--- src/rtl/wb_pkg.sv ---
// Shared types and constants for the register-file writeback arbiter.
package wb_pkg;
   localparam int XLEN  = 32;
   localparam int NREGS = 32;
   localparam int RD_W  = $clog2(NREGS);

   typedef enum logic [1:0] {U_LSU, U_IXU1, U_IXU2, U_BRANCH} unit_e;

   typedef struct packed {
      logic [RD_W-1:0] rd;
      logic [XLEN-1:0] data;
   } wb_result_t;
endpackage

--- src/rtl/wb_fifo.sv ---
// Per-unit result FIFO; ready depends only on occupancy, flush empties it synchronously.
module wb_fifo
   import wb_pkg::*;
#(
   parameter int DEPTH = 2
) (
   input  logic       clk,
   input  logic       rst,
   input  logic       flush,
   input  logic       push,
   input  wb_result_t push_data,
   input  logic       pop,
   output wb_result_t head,
   output logic       empty,
   output logic       ready
);
   localparam int PW = $clog2(DEPTH);
   localparam int CW = $clog2(DEPTH + 1);

   wb_result_t      mem [DEPTH];
   logic [PW-1:0]   rd_ptr;
   logic [PW-1:0]   wr_ptr;
   logic [CW-1:0]   count;
   logic            do_push;
   logic            do_pop;

   assign ready   = (count < CW'(DEPTH));
   assign empty   = (count == '0);
   assign head    = mem[rd_ptr];
   assign do_push = push & ready & ~flush;
   assign do_pop  = pop & ~empty & ~flush;

   always_ff @(posedge clk or posedge rst) begin
      if (rst) begin
         rd_ptr <= '0;
         wr_ptr <= '0;
         count  <= '0;
      end else if (flush) begin
         rd_ptr <= '0;
         wr_ptr <= '0;
         count  <= '0;
      end else begin
         if (do_push) wr_ptr <= wr_ptr + 1'b1;
         if (do_pop)  rd_ptr <= rd_ptr + 1'b1;
         case ({do_push, do_pop})
            2'b10:   count <= count + CW'(1);
            2'b01:   count <= count - CW'(1);
            default: count <= count;
         endcase
      end
   end

   // NOTE: storage is not reset; count alone decides which entries are valid.
   always_ff @(posedge clk) begin
      if (do_push) mem[wr_ptr] <= push_data;
   end
endmodule

--- src/rtl/writeback_arbiter.sv ---
// Buffers four unit results, arbitrates same-rd writes (lsu > ixu1 > ixu2 > branch) onto
// four registered write ports. Define WB_SCOREBOARD_EN to build the issue-side busy scoreboard.
module writeback_arbiter #(
   parameter int DEPTH = 2,
   parameter int XLEN  = wb_pkg::XLEN,
   parameter int NREGS = wb_pkg::NREGS
) (
   input  logic                         clk,
   input  logic                         rst,
   input  logic                         flush,
   input  logic                         lsu_res_valid,
   output logic                         lsu_res_ready,
   input  logic [$clog2(NREGS)-1:0]     lsu_res_rd,
   input  logic [XLEN-1:0]              lsu_res_data,
   input  logic                         ixu1_res_valid,
   output logic                         ixu1_res_ready,
   input  logic [$clog2(NREGS)-1:0]     ixu1_res_rd,
   input  logic [XLEN-1:0]              ixu1_res_data,
   input  logic                         ixu2_res_valid,
   output logic                         ixu2_res_ready,
   input  logic [$clog2(NREGS)-1:0]     ixu2_res_rd,
   input  logic [XLEN-1:0]              ixu2_res_data,
   input  logic                         branch_res_valid,
   output logic                         branch_res_ready,
   input  logic [$clog2(NREGS)-1:0]     branch_res_rd,
   input  logic [XLEN-1:0]              branch_res_data,
   output logic                         lsu_wr_en,
   output logic [$clog2(NREGS)-1:0]     lsu_rd,
   output logic [XLEN-1:0]              lsu_wr_data,
   output logic                         ixu1_wr_en,
   output logic [$clog2(NREGS)-1:0]     ixu1_rd,
   output logic [XLEN-1:0]              ixu1_wr_data,
   output logic                         ixu2_wr_en,
   output logic [$clog2(NREGS)-1:0]     ixu2_rd,
   output logic [XLEN-1:0]              ixu2_wr_data,
   output logic                         branch_wr_en,
   output logic [$clog2(NREGS)-1:0]     branch_rd,
   output logic [XLEN-1:0]              branch_wr_data,
   input  logic [3:0]                   iss_valid,
   input  logic [4*$clog2(NREGS)-1:0]   iss_rd,
   output logic [NREGS-1:0]             busy
);
   import wb_pkg::wb_result_t;
   import wb_pkg::U_LSU;
   import wb_pkg::U_IXU1;
   import wb_pkg::U_IXU2;
   import wb_pkg::U_BRANCH;

   localparam int RD_W = $clog2(NREGS);
   localparam int NU   = 4;

   logic [NU-1:0]   res_valid;
   logic [NU-1:0]   res_ready;
   logic [NU-1:0]   fifo_empty;
   logic [NU-1:0]   pop;
   logic [NU-1:0]   grant;
   logic            blocked;
   wb_result_t      res_in [NU];
   wb_result_t      head   [NU];

   logic [NU-1:0]   wr_en_q;
   logic [RD_W-1:0] rd_q   [NU];
   logic [XLEN-1:0] data_q [NU];

   assign res_valid        = {branch_res_valid, ixu2_res_valid, ixu1_res_valid, lsu_res_valid};
   assign res_in[U_LSU]    = {lsu_res_rd, lsu_res_data};
   assign res_in[U_IXU1]   = {ixu1_res_rd, ixu1_res_data};
   assign res_in[U_IXU2]   = {ixu2_res_rd, ixu2_res_data};
   assign res_in[U_BRANCH] = {branch_res_rd, branch_res_data};

   for (genvar u = 0; u < NU; u++) begin : g_fifo
      wb_fifo #(.DEPTH(DEPTH)) u_fifo (
         .clk       (clk),
         .rst       (rst),
         .flush     (flush),
         .push      (res_valid[u]),
         .push_data (res_in[u]),
         .pop       (pop[u]),
         .head      (head[u]),
         .empty     (fifo_empty[u]),
         .ready     (res_ready[u])
      );
   end

   // A head is granted unless a higher-priority non-empty head targets the same rd.
   // NOTE: every always_comb output gets a default first so no latch is inferred.
   always_comb begin
      grant   = '0;
      pop     = '0;
      blocked = 1'b0;
      for (int u = 0; u < NU; u++) begin
         if (!fifo_empty[u]) begin
            if (head[u].rd == '0) begin
               pop[u] = 1'b1;
            end else begin
               blocked = 1'b0;
               for (int h = 0; h < u; h++) begin
                  if (!fifo_empty[h] && head[h].rd == head[u].rd) blocked = 1'b1;
               end
               grant[u] = ~blocked;
               pop[u]   = ~blocked;
            end
         end
      end
   end

   // NOTE: sequential state uses non-blocking assignments only.
   always_ff @(posedge clk or posedge rst) begin
      if (rst) begin
         wr_en_q <= '0;
         for (int u = 0; u < NU; u++) begin
            rd_q[u]   <= '0;
            data_q[u] <= '0;
         end
      end else if (flush) begin
         wr_en_q <= '0;
      end else begin
         wr_en_q <= grant;
         for (int u = 0; u < NU; u++) begin
            if (grant[u]) begin
               rd_q[u]   <= head[u].rd;
               data_q[u] <= head[u].data;
            end
         end
      end
   end

   assign lsu_res_ready    = res_ready[U_LSU];
   assign ixu1_res_ready   = res_ready[U_IXU1];
   assign ixu2_res_ready   = res_ready[U_IXU2];
   assign branch_res_ready = res_ready[U_BRANCH];

   assign lsu_wr_en      = wr_en_q[U_LSU];
   assign lsu_rd         = rd_q[U_LSU];
   assign lsu_wr_data    = data_q[U_LSU];
   assign ixu1_wr_en     = wr_en_q[U_IXU1];
   assign ixu1_rd        = rd_q[U_IXU1];
   assign ixu1_wr_data   = data_q[U_IXU1];
   assign ixu2_wr_en     = wr_en_q[U_IXU2];
   assign ixu2_rd        = rd_q[U_IXU2];
   assign ixu2_wr_data   = data_q[U_IXU2];
   assign branch_wr_en   = wr_en_q[U_BRANCH];
   assign branch_rd      = rd_q[U_BRANCH];
   assign branch_wr_data = data_q[U_BRANCH];

`ifdef WB_SCOREBOARD_EN
   logic [NREGS-1:0] busy_q;
   logic [NREGS-1:0] busy_next;

   // Clears from presented writes are applied before issue sets so a same-cycle set wins.
   always_comb begin
      busy_next = busy_q;
      for (int u = 0; u < NU; u++) begin
         if (wr_en_q[u]) busy_next[rd_q[u]] = 1'b0;
      end
      for (int i = 0; i < NU; i++) begin
         if (iss_valid[i] && iss_rd[i*RD_W +: RD_W] != '0) busy_next[iss_rd[i*RD_W +: RD_W]] = 1'b1;
      end
      busy_next[0] = 1'b0;
   end

   always_ff @(posedge clk or posedge rst) begin
      if (rst)        busy_q <= '0;
      else if (flush) busy_q <= '0;
      else            busy_q <= busy_next;
   end

   assign busy = busy_q;
`else
   logic unused_iss;
   assign unused_iss = ^{iss_valid, iss_rd};
   assign busy       = '0;
`endif
endmodule

--- config.mk ---
export PLATFORM = sky130hd
export DESIGN_NAME = writeback_arbiter
export DESIGN_NICKNAME = d
export VERILOG_FILES = /design/src/rtl/wb_pkg.sv /design/src/rtl/wb_fifo.sv /design/src/rtl/writeback_arbiter.sv
export SDC_FILE = /design/constraint.sdc
export NUM_CORES = 1
export LEC_CHECK = 0
export BUFFER_PORTS_ARGS = -buffer_cell sky130_fd_sc_hd__buf_4
export CORE_AREA = 2 2 144 287
export DETAILED_ROUTE_END_ITERATION = 16
export DIE_AREA = 0 0 146 289
export PLACE_DENSITY = 0.74
export SYNTH_ARGS = -nofsm -noshare
export SYNTH_HDL_FRONTEND = slang
export SYNTH_SLANG_ARGS = --single-unit
--- constraint.sdc ---
create_clock -name clk -period 5.1 [get_ports clk]
set_clock_uncertainty 0.2 [all_clocks]
set_input_delay 0.51 -clock clk [delete_from_list [all_inputs] [get_ports clk]]
set_output_delay 0.51 -clock clk [all_outputs]
set_load 0.03 [all_outputs]
==> results.sh <==
export IMPL_ant_nets=0
export IMPL_relSlewSlack=0.1996
export IMPL_async_flop_share=0.3621
export IMPL_min_to="g_fifo[3].u_fifo.count[1]"
export IMPL_setup_worst_path_end_class="flip-flop"
export IMPL_grt_setup_unrepaired="no"
export IMPL_synth_main_ff_cell="edfxtp_1"
export IMPL_synthDominantCellAreaShare=0.4976
export IMPL_p_total_mw=10.88
export IMPL_die_area_um2=42190
export IMPL_clock_sinks=464
export IMPL_cts_tree="built"
export IMPL_final_max_slew_viol_count=0
export IMPL_place_ws_ns=1.297
export IMPL_grt_max_degree=81
export IMPL_synth_area_leaders="edfxtp_1, dfrtp_1, mux2_2, mux2i_1, mux2_4"
export IMPL_p_int_mw=7.516
export IMPL_insertion_delay_ns=0.55
export IMPL_drv_cap=0
export IMPL_coreArea_um2=40080
export IMPL_dp_cells=1872
export IMPL_criticalPathCategory="flip-flop to flip-flop"
export IMPL_clock_root_buffer="clkbuf_16"
export IMPL_dr_total_vias=10260
export IMPL_drc=0
export IMPL_finalHoldViolCount=0
export IMPL_status="finished clean"
export IMPL_die_w_um=146
export IMPL_synth_edf_count=296
export IMPL_swShare=0.3093
export IMPL_cts_htree_levels=2
export IMPL_max_vdd_ir_drop_uv=485.1
export IMPL_finalSetupViolCount=0
export IMPL_dp_hpwl_um=25240
export IMPL_yosysMostFrequentCell="edfxtp_1"
export IMPL_initial_core_util=0.4457
export IMPL_hp_start="branch_res_valid"
export IMPL_wire_per_inst_um=18.67
export IMPL_switching_power_mw=3.366
export IMPL_gr_total_overflow=0
export IMPL_n_fill_cell=3034
export IMPL_antenna_found_initial=5
export IMPL_pwr_share_comb=0.265
export IMPL_fin_tns_setup_ns=0
export IMPL_cp_required_ns=5.33
export IMPL_ys_ff_latch=464
export IMPL_clock_fmax_ghz=0.2649
export IMPL_post_route_min_period_ns=3.776
export IMPL_area_growth_pct=31.40
export IMPL_clockPowerShare=0.285
export IMPL_setup_slack_ns=1.324
export IMPL_rrSetupSlack_ns=1.32
export IMPL_wirelength_um=39210
export IMPL_netlist_top_cell_by_area="edfxtp_1"
export IMPL_port_buffers=310
export IMPL_grt_pass1_vias=11090
export IMPL_die_y_um=289
export IMPL_clkTransAtPathRegs_ns=0.07
export IMPL_crit_fanout=42
export IMPL_fin_util=0.5856
export IMPL_register_area_um2=13100
export IMPL_nNetsFinal=1713
export IMPL_hold_class="input pin to flip-flop"
export IMPL_drive_above_1_share=0.3538
export IMPL_drtPass1Iterations=4
export IMPL_syn_area_per_cell_um2=16.80
export IMPL_synth_area_um2=17860
export IMPL_r2r_end="branch_wr_data[31]"
export IMPL_pin_count=367
export IMPL_startpoint_type="flip-flop"
export IMPL_grtUsageTotal=0.1835
export IMPL_stdcell_count=2100
export IMPL_r2r_start="g_fifo[3].u_fifo.rd_ptr"
export IMPL_place_congestion=0.7823
export IMPL_worstMarginPinSlew_ns=1.201
export IMPL_netlist_instances=1063
export IMPL_ctsResizeCount=0
export IMPL_p_seq_frac=0.450
export IMPL_powerDensity_nw_per_um2=463.6
export IMPL_fin_crit_sh=0.7403
export IMPL_whs_path_depth=3
export IMPL_ys_top_cells_by_count="edfxtp_1, dfrtp_1, mux2_2"
export IMPL_yosys_warnings=0
export IMPL_multiInputGateArea_um2=4310
export IMPL_grt_pass1_wl_um=60750
export IMPL_yosysUniqueCellTypes=46
export IMPL_cts_buffers=41
export IMPL_drt_iter0_drc=455
export IMPL_p_leak_nw=9.283
export IMPL_clk_path_buf_depth=3
export IMPL_viasPerCell=4.887
export IMPL_r2r_cells=8
export IMPL_rows=104
export IMPL_arrival_ns=4.00
export IMPL_synth_seq_area_share=0.7330
[placed cells by master, fill, tap and decap left out, types with 5 or more instances in the layout]
| master | instances |
|---|---|
| mux2i_2 | 6 |
| nor3_1 | 5 |
| nor2_1 | 17 |
| xnor2_1 | 28 |
| clkbuf_16 | 43 |
| dlygate4sd3_1 | 149 |
| dfrtp_1 | 164 |
| edfxtp_1 | 296 |
| o21ai_0 | 42 |
| clkinv_2 | 9 |
| conb_1 | 32 |
| mux2_2 | 102 |
| xor2_1 | 10 |
| nand4_1 | 6 |
| inv_1 | 15 |
| mux2_4 | 30 |
| or3_1 | 6 |
| a21oi_1 | 6 |
| clkbuf_1 | 7 |
| mux2i_1 | 82 |
| nand2_1 | 82 |
| buf_4 | 325 |
| o21ai_1 | 37 |
[how the worst max path moves through the flow]
stage	startpoint	endpoint	slack, ns	cells past startpoint
2_1_floorplan	flush	g_fifo[2].u_fifo.mem[1][0]	0.75	3
3_5_place_dp	g_fifo[2].u_fifo.rd_ptr	branch_wr_data[27]	1.30	7
6_report	g_fifo[3].u_fifo.rd_ptr	branch_wr_data[31]	1.32	8
3_3_place_gp	g_fifo[2].u_fifo.rd_ptr	branch_wr_data[28]	1.32	8
4_1_cts	g_fifo[3].u_fifo.rd_ptr	branch_wr_data[17]	1.28	8
5_1_grt	g_fifo[3].u_fifo.rd_ptr	branch_wr_data[31]	1.06	8
[state kept, by name, summed over array words and instances, names as in the netlist]
signal	cells
branch_rd	5
ixu1_wr_data	32
g_fifo.u_fifo.count	8
g_fifo.u_fifo.mem	296
g_fifo.u_fifo.rd_ptr	4
ixu1_rd	5
ixu2_wr_data	32
g_fifo.u_fifo.wr_ptr	4
lsu_wr_data	32
ixu2_rd	5
lsu_rd	5
wr_en_q	4
branch_wr_data	32
[power by group through the flow]
stage,logic [mW],registers (mW),clock network (mW)
2_1_floorplan,1.02,5.68,0
3_3_place_gp,2.75,4.94,0
3_5_place_dp,2.80,4.97,0
4_1_cts,2.90,4.90,3.19
5_1_grt,3.05,4.96,3.33
6_report,2.88,4.90,3.11
[worst max-delay path: stages, from the launching register on]
cell and delay (ns):
dfrtp_2 1.02, mux2i_1 0.71, xnor2_1 0.15, nand4_1 0.10, or3_1 0.14, nand3_2 0.10
nor4_4 0.20, buf_4 0.56, mux2_2 0.41
[per-stage QoR]
step | hold WS, ns | area (um2)
after detailed placement | 0.2731 | 20610
after CTS | 0.04981 | 23460
after global placement | 0.2661 | 20610
after floorplan | 0.2831 | 17980
final | 0.07661 | 23470
after global routing | 0.08388 | 23470
[layer usage]
metal / part of all wire / global-route usage / vias up
li1: - / - / 4770
met1: 0.36 / 0.2016 / 5040
met2: 0.54 / 0.3387 / 345
met3: 0.045 / 0.02913 / 105
met4: 0.056 / 0.1002 / 2
met5: 0.00033 / 0 / -
[area by class of cell]
cell class	instances	share of cell area
multi-input cells	535	0.1837
repair buffers	476	0.1692
inverters	16	0.002719
well taps	530	0.02825
diodes	4	0.0004265
clock buffers	51	0.04755
clock inverters	24	0.01013
flip-flops and latches	464	0.5581
[cells by family after synthesis]
kind of cell / after synthesis / synth area share
flops: 464 / 0.7330
compound gates: 97 / 0.02900
mux: 224 / 0.1451
simple gates: 144 / 0.03951
xor+xnor: 38 / 0.01863
other cells: 1 / 0.0002099
buf+inv: 95 / 0.03453
[what timing repair did]
item / CTS / global route
hold endpoints to repair: 382 / 0
buffers inserted: 0 / 0
hold buffers: 149 / 0
endpoints found under the setup margin: 0 / 0
Power figures use the tool's default switching activity.
